File: src/rtl/cpu_pkg.sv
// Shared CPU definitions: sequencer state encoding, default address width
// and the 3-bit opcode map that decode uses to raise halt / branch_en.
package cpu_pkg;

  localparam int unsigned DEFAULT_PC_BITS = 12;
  localparam int unsigned OPC_BITS        = 3;

  typedef enum logic [1:0] {
    IDLE = 2'd0,
    RUN  = 2'd1,
    DONE = 2'd2
  } seq_state_t;

  // Opcode map; OP_BRANCH/OP_JUMP drive branch_en, OP_HALT drives halt.
  localparam logic [OPC_BITS-1:0] OP_ALU    = 3'd0;
  localparam logic [OPC_BITS-1:0] OP_ALUI   = 3'd1;
  localparam logic [OPC_BITS-1:0] OP_LOAD   = 3'd2;
  localparam logic [OPC_BITS-1:0] OP_STORE  = 3'd3;
  localparam logic [OPC_BITS-1:0] OP_BRANCH = 3'd4;
  localparam logic [OPC_BITS-1:0] OP_JUMP   = 3'd5;
  localparam logic [OPC_BITS-1:0] OP_NOP    = 3'd6;
  localparam logic [OPC_BITS-1:0] OP_HALT   = 3'd7;

endpackage

File: src/rtl/sat_counter.sv
// Saturating up-counter with synchronous clear.
// Ports:
//   clk, reset : clock and asynchronous active-high reset
//   clear      : synchronous clear to zero (wins over en)
//   en         : increment by one unless already all-ones
//   count      : registered count value
module sat_counter #(
  parameter int unsigned WIDTH = 16
) (
  input  logic             clk,
  input  logic             reset,
  input  logic             clear,
  input  logic             en,
  output logic [WIDTH-1:0] count
);

  localparam logic [WIDTH-1:0] CNT_MAX = '1;

  // Count register; sticks at all-ones rather than wrapping.
  always_ff @(posedge clk or posedge reset) begin
    if (reset) begin
      count <= '0;
    end else if (clear) begin
      count <= '0;
    end else if (en && (count != CNT_MAX)) begin
      count <= count + WIDTH'(1);
    end
  end

endmodule

File: src/rtl/fetch_sequencer.sv
// Program-counter sequencer for the combinational instruction memory.
// Decides every cycle whether pc advances, branches, stalls or stops, and
// reports run status plus a saturating retired-instruction count.
// Ports:
//   clk, reset      : clock and asynchronous active-high reset
//   start           : launch request, honoured in IDLE or DONE only
//   stall           : hold pc; current instruction does not retire
//   halt            : current instruction is a halt; retires, then stop
//   branch_en       : take branch_target as next pc
//   branch_target   : absolute branch destination
//   pc              : registered instruction-memory address
//   running / done  : registered status flags
//   instr_count     : retired instructions since the last start
module fetch_sequencer
  import cpu_pkg::*;
#(
  parameter int unsigned         PC_BITS  = DEFAULT_PC_BITS,
  parameter logic [PC_BITS-1:0]  START_PC = '0,
  parameter int unsigned         CNT_BITS = 16
) (
  input  logic                clk,
  input  logic                reset,
  input  logic                start,
  input  logic                stall,
  input  logic                halt,
  input  logic                branch_en,
  input  logic [PC_BITS-1:0]  branch_target,
  output logic [PC_BITS-1:0]  pc,
  output logic                running,
  output logic                done,
  output logic [CNT_BITS-1:0] instr_count
);

  localparam logic [PC_BITS-1:0] PC_MAX = '1;

  seq_state_t state;
  logic       cnt_clear;
  logic       cnt_en;

  // A launch clears the count; any non-stalled RUN cycle (or a halt) retires one.
  assign cnt_clear = (state != RUN) && start;
  assign cnt_en    = (state == RUN) && (halt || !stall);

  // State, pc and status flags; priority in RUN is halt > stall > branch > sequential.
  always_ff @(posedge clk or posedge reset) begin
    if (reset) begin
      state   <= IDLE;
      pc      <= '0;
      running <= 1'b0;
      done    <= 1'b0;
    end else begin
      case (state)
        IDLE, DONE: begin
          if (start) begin
            state   <= RUN;
            pc      <= START_PC;
            running <= 1'b1;
            done    <= 1'b0;
          end
        end
        RUN: begin
          if (halt) begin
            state   <= DONE;
            running <= 1'b0;
            done    <= 1'b1;
          end else if (stall) begin
            state <= RUN;
          end else if (branch_en) begin
            pc <= branch_target;
          end else if (pc != PC_MAX) begin
            pc <= pc + PC_BITS'(1);
          end else begin
            // Runaway guard: last address retires, then stop instead of wrapping.
            state   <= DONE;
            running <= 1'b0;
            done    <= 1'b1;
          end
        end
        default: begin
          state   <= IDLE;
          running <= 1'b0;
          done    <= 1'b0;
        end
      endcase
    end
  end

  sat_counter #(
    .WIDTH (CNT_BITS)
  ) u_instr_cnt (
    .clk   (clk),
    .reset (reset),
    .clear (cnt_clear),
    .en    (cnt_en),
    .count (instr_count)
  );

endmodule

File: config.mk
export PLATFORM = sky130hd
export DESIGN_NAME = fetch_sequencer
export DESIGN_NICKNAME = d
export VERILOG_FILES = /design/src/rtl/cpu_pkg.sv /design/src/rtl/sat_counter.sv /design/src/rtl/fetch_sequencer.sv
export SDC_FILE = /design/constraint.sdc
export NUM_CORES = 1
export LEC_CHECK = 0
export BUFFER_PORTS_ARGS = -buffer_cell sky130_fd_sc_hd__clkbuf_2
export CAP_MARGIN = 20
export CORE_MARGIN = 3
export CORE_UTILIZATION = 58
export CTS_CLUSTER_DIAMETER = 150
export DETAILED_ROUTE_END_ITERATION = 10
export HOLD_SLACK_MARGIN = 0.08
export MAX_ROUTING_LAYER = met4
export PLACE_DENSITY = 0.95
export SLEW_MARGIN = 0
export SYNTH_ARGS = -nofsm -noshare
export SYNTH_HDL_FRONTEND = slang
export SYNTH_SLANG_ARGS = --single-unit
File: constraint.sdc
create_clock -name clk -period 3.75 [get_ports clk]
set_clock_uncertainty 0.15 [all_clocks]
set_input_delay 0 -clock clk [delete_from_list [all_inputs] [get_ports clk]]
set_output_delay 0 -clock clk [all_outputs]
set_load 0.005 [all_outputs]
==> results.md <==
- Status: completed
- Mean Syn Cell Area: 8.983 um2
- Placer Congestion: 0.9094
- Layout cells sized above 1: 0.2172
- PD cells: 441.5 nW/um2
- Least-Margin Pin Slew: 1044 ps
- Clock Sinks: 32
- Register area share after synthesis: 0.3910
- Crit start category: flip-flop
- Logic pwr share: 0.302
- IO Count: 48
- Total wire length: 5.816 mm
- Leading area contributor after synthesis: dfrtp_1
- P_int: 0.7295 mW
- Placed cells: 308
- Top FF cell, synth: dfrtp_1
- Post-Synth Simple-Gate Area: 0.2431
- Post-synth top cells: dfrtp_1, nand2_1, inv_1
- Most frequent cell after synthesis: dfrtp_1
- Largest net degree at the start of global routing: 33
- Fin. Hold Viols: 0
- Reg2reg end: state[0]
- Port Buffers: 47
- Starting Density: 0.6395
- FFs w/ async S/R, synth: 1.000
- WP data required: 3860 ps
- Routed wl met2: 2.704 mm
- CTS clk-pin slew, worst paths: 120 ps
- Longest Clk Path Bufs: 2
- Number of global-route vias before repair: 2024
- Non-Filler Instances: 334
- Total gr overflow: 0
- Placement Setup Slack: 1148 ps
- Cells after Synth: 228
- Met1 WL: 2.384 mm
- Worst R2R Path Depth: 5
- Mux cell area share after synthesis: 0.04459
- # fillers: 221
- Final hold slack: 80.86 ps
- Diode count: 0
- Crit path kind: reg2reg
- Worst setup margin: 1064 ps
- Pleak: 1.114 nW
- Detail Route Antenna Nets: 0
- First-pass GRT wire length: 9.660 mm
- Core box area: 3203 um2
- Utilization after layout: 0.8020
- VDD IR max: 0.3350 mV
- Nets@finish: 309
- Sequential share of power: 0.425
- Synth unique cells: 47
- CP Capture Point: state[0]
- Synth area leaders: dfrtp_1, o211ai_1, mux2i_1
- RSZ-0062 raised after global routing: false
- Die width: 65.43 um
- Max H-tree Level: 2
- Routed len/inst: 17.41 um
- Finish-stage setup viols: 0
- Critical Path Fanout Max: 13
- Main combinational cell family by area after synthesis: compound AO/OA/AOI/OAI gates
- Iter 0 DRT Violations: 275
- DRC Markers: 0
- Sw frac: 0.3568
- Worst setup startpoint: pc[6]
- Total nets after synthesis: 248
- Multi-input gate area: 1124 um2
- Initial antenna violation count: 0
- Chip height: 65.43 um
- Clock power frac: 0.274
- #FFs+latches synth: 32
- DRT Pass-1 Iters: 5
- HPWL after detailed placement: 3.698 mm
- DR WL met3: 522 um
- Post-route clock period utilization: 0.7163
- Vias after detailed routing: 2204
- Max Used Layer: met4
- Area share of fa/ha/maj cells after synthesis: 0.01222
- Relative slew margins: 0.3024
- Xor-xnor portion of the synthesized cell area: 0
- Setup repair bufs after CTS: 0
- Final min period: 2686 ps
- EDFF count, synth: 0
- Sw Pwr: 0.4047 mW
- MaxCap Viol Count: 0
- CP Capture Type: flip-flop
- CTS root buffer: clkbuf_4
- Crit path DAT: 2790 ps
- CTS tree: yes
- Worst skew pair latency: 360 ps
- Area Overhead vs Synth: 25.41%
- FF-to-FF Start: pc[6]
- TNS Setup: 0 ps
- Global Route Usage Sum: 0.2999
- FF/Latch Area: 800.8 um2
- Max Clk Rate: 372.3 MHz
- Post-synthesis compound-gate area fraction: 0.2486
- Total die area: 4280 um2
- Vias per cell: 6.599
- Fin. max-slew vios: 0
- Post-synth top area share: 0.3910
- Cell Area, Synth: 2048 um2
- Worst hold path class: in2async
- Row count: 20
- Reg-to-reg slack, setup: 1060 ps
- Clock buffer count from CTS: 5
- Ys Warns: 0
-- per-stage QoR --
stage / instance area (um2) / power, mW
floorplan: 2048 / 0.6804
global placement: 2293 / 0.7735
detailed placement: 2293 / 0.7902
CTS: 2569 / 1.117
global route: 2569 / 1.196
finish: 2569 / 1.134
-- flip-flops by register name (all words and copies together) (netlist names) --
name,count
pc,12
u_instr_cnt.count,16
state,2
done,1
running,1
-- worst min path at each step --
| stage | start | endpoint | slack [ps] | cells past startpoint |
|---|---|---|---|---|
| after detailed placement | reset | u_instr_cnt.count[15] | -60 | 3 |
| after global placement | reset | u_instr_cnt.count[15] | -60 | 3 |
| after floorplan | reset | done | -30 | 1 |
| after CTS | branch_en | pc[6] | 90 | 3 |
| after global routing | reset | pc[10] | 120 | 4 |
| final | reset | pc[11] | 80 | 4 |
-- per-layer routing --
layer | vias up | global-route usage
met3 | 23 | 0.06154
met5 | - | -
met4 | 0 | 0.1528
met2 | 141 | 0.4463
met1 | 1032 | 0.3883
li1 | 1008 | -
-- timing repair --
item,in CTS,in global routing
hold buffers,18,0
hold endpoints to repair,56,0
gates resized for setup,0,0
-- cell usage in the layout, fill, tap and decap left out, types with 4 or more instances in the layout --
| cell type | n |
|---|---|
| dfrtp_1 | 32 |
| clkbuf_2 | 47 |
| nand4b_1 | 4 |
| clkbuf_4 | 5 |
| o211ai_1 | 12 |
| mux2i_1 | 8 |
| o31ai_1 | 9 |
| nand3_1 | 9 |
| dlygate4sd3_1 | 18 |
| o21ai_0 | 6 |
| o2bb2ai_1 | 5 |
| nand2b_1 | 5 |
| nor2_1 | 9 |
| nand4_1 | 8 |
| a21oi_1 | 14 |
| inv_1 | 15 |
| o41ai_1 | 7 |
| nand2_1 | 19 |
| or4_1 | 4 |
| nor3_1 | 6 |
-- worst max-delay path: stages, from the launching register on --
cell           delay (ps)
dfrtp_1               550
nand4_2               220
or4_4                 690
nor2_1                270
o31ai_1               100
dlygate4sd3_1         590
-- area by class of cell --
type | instances | area share
Clock buffer | 7 | 0.02533
Clock inverter | 1 | 0.01169
Inverter | 15 | 0.02192
Multi-Input combinational cell | 167 | 0.4374
Sequential cell | 32 | 0.3117
Tap cell | 44 | 0.02143
Timing Repair Buffer | 68 | 0.1705
-- power groups by stage --
stage | logic (mW) | clock network, mW | registers (mW)
floorplan | 0.219 | 0 | 0.462
global placement | 0.299 | 0 | 0.474
detailed placement | 0.307 | 0 | 0.483
CTS | 0.334 | 0.306 | 0.477
global route | 0.377 | 0.329 | 0.491
finish | 0.342 | 0.310 | 0.482
-- cells by family (layout without fill, tap and decap cells) --
logic type      after synthesis  after routing
fa+ha+maj                     2              2
simple gates                 85             85
mux                           9              9
flops                        32             32
buf+inv                      29             91
compound gates               71             71
No activity file was read; power rests on OpenSTA's default activity.
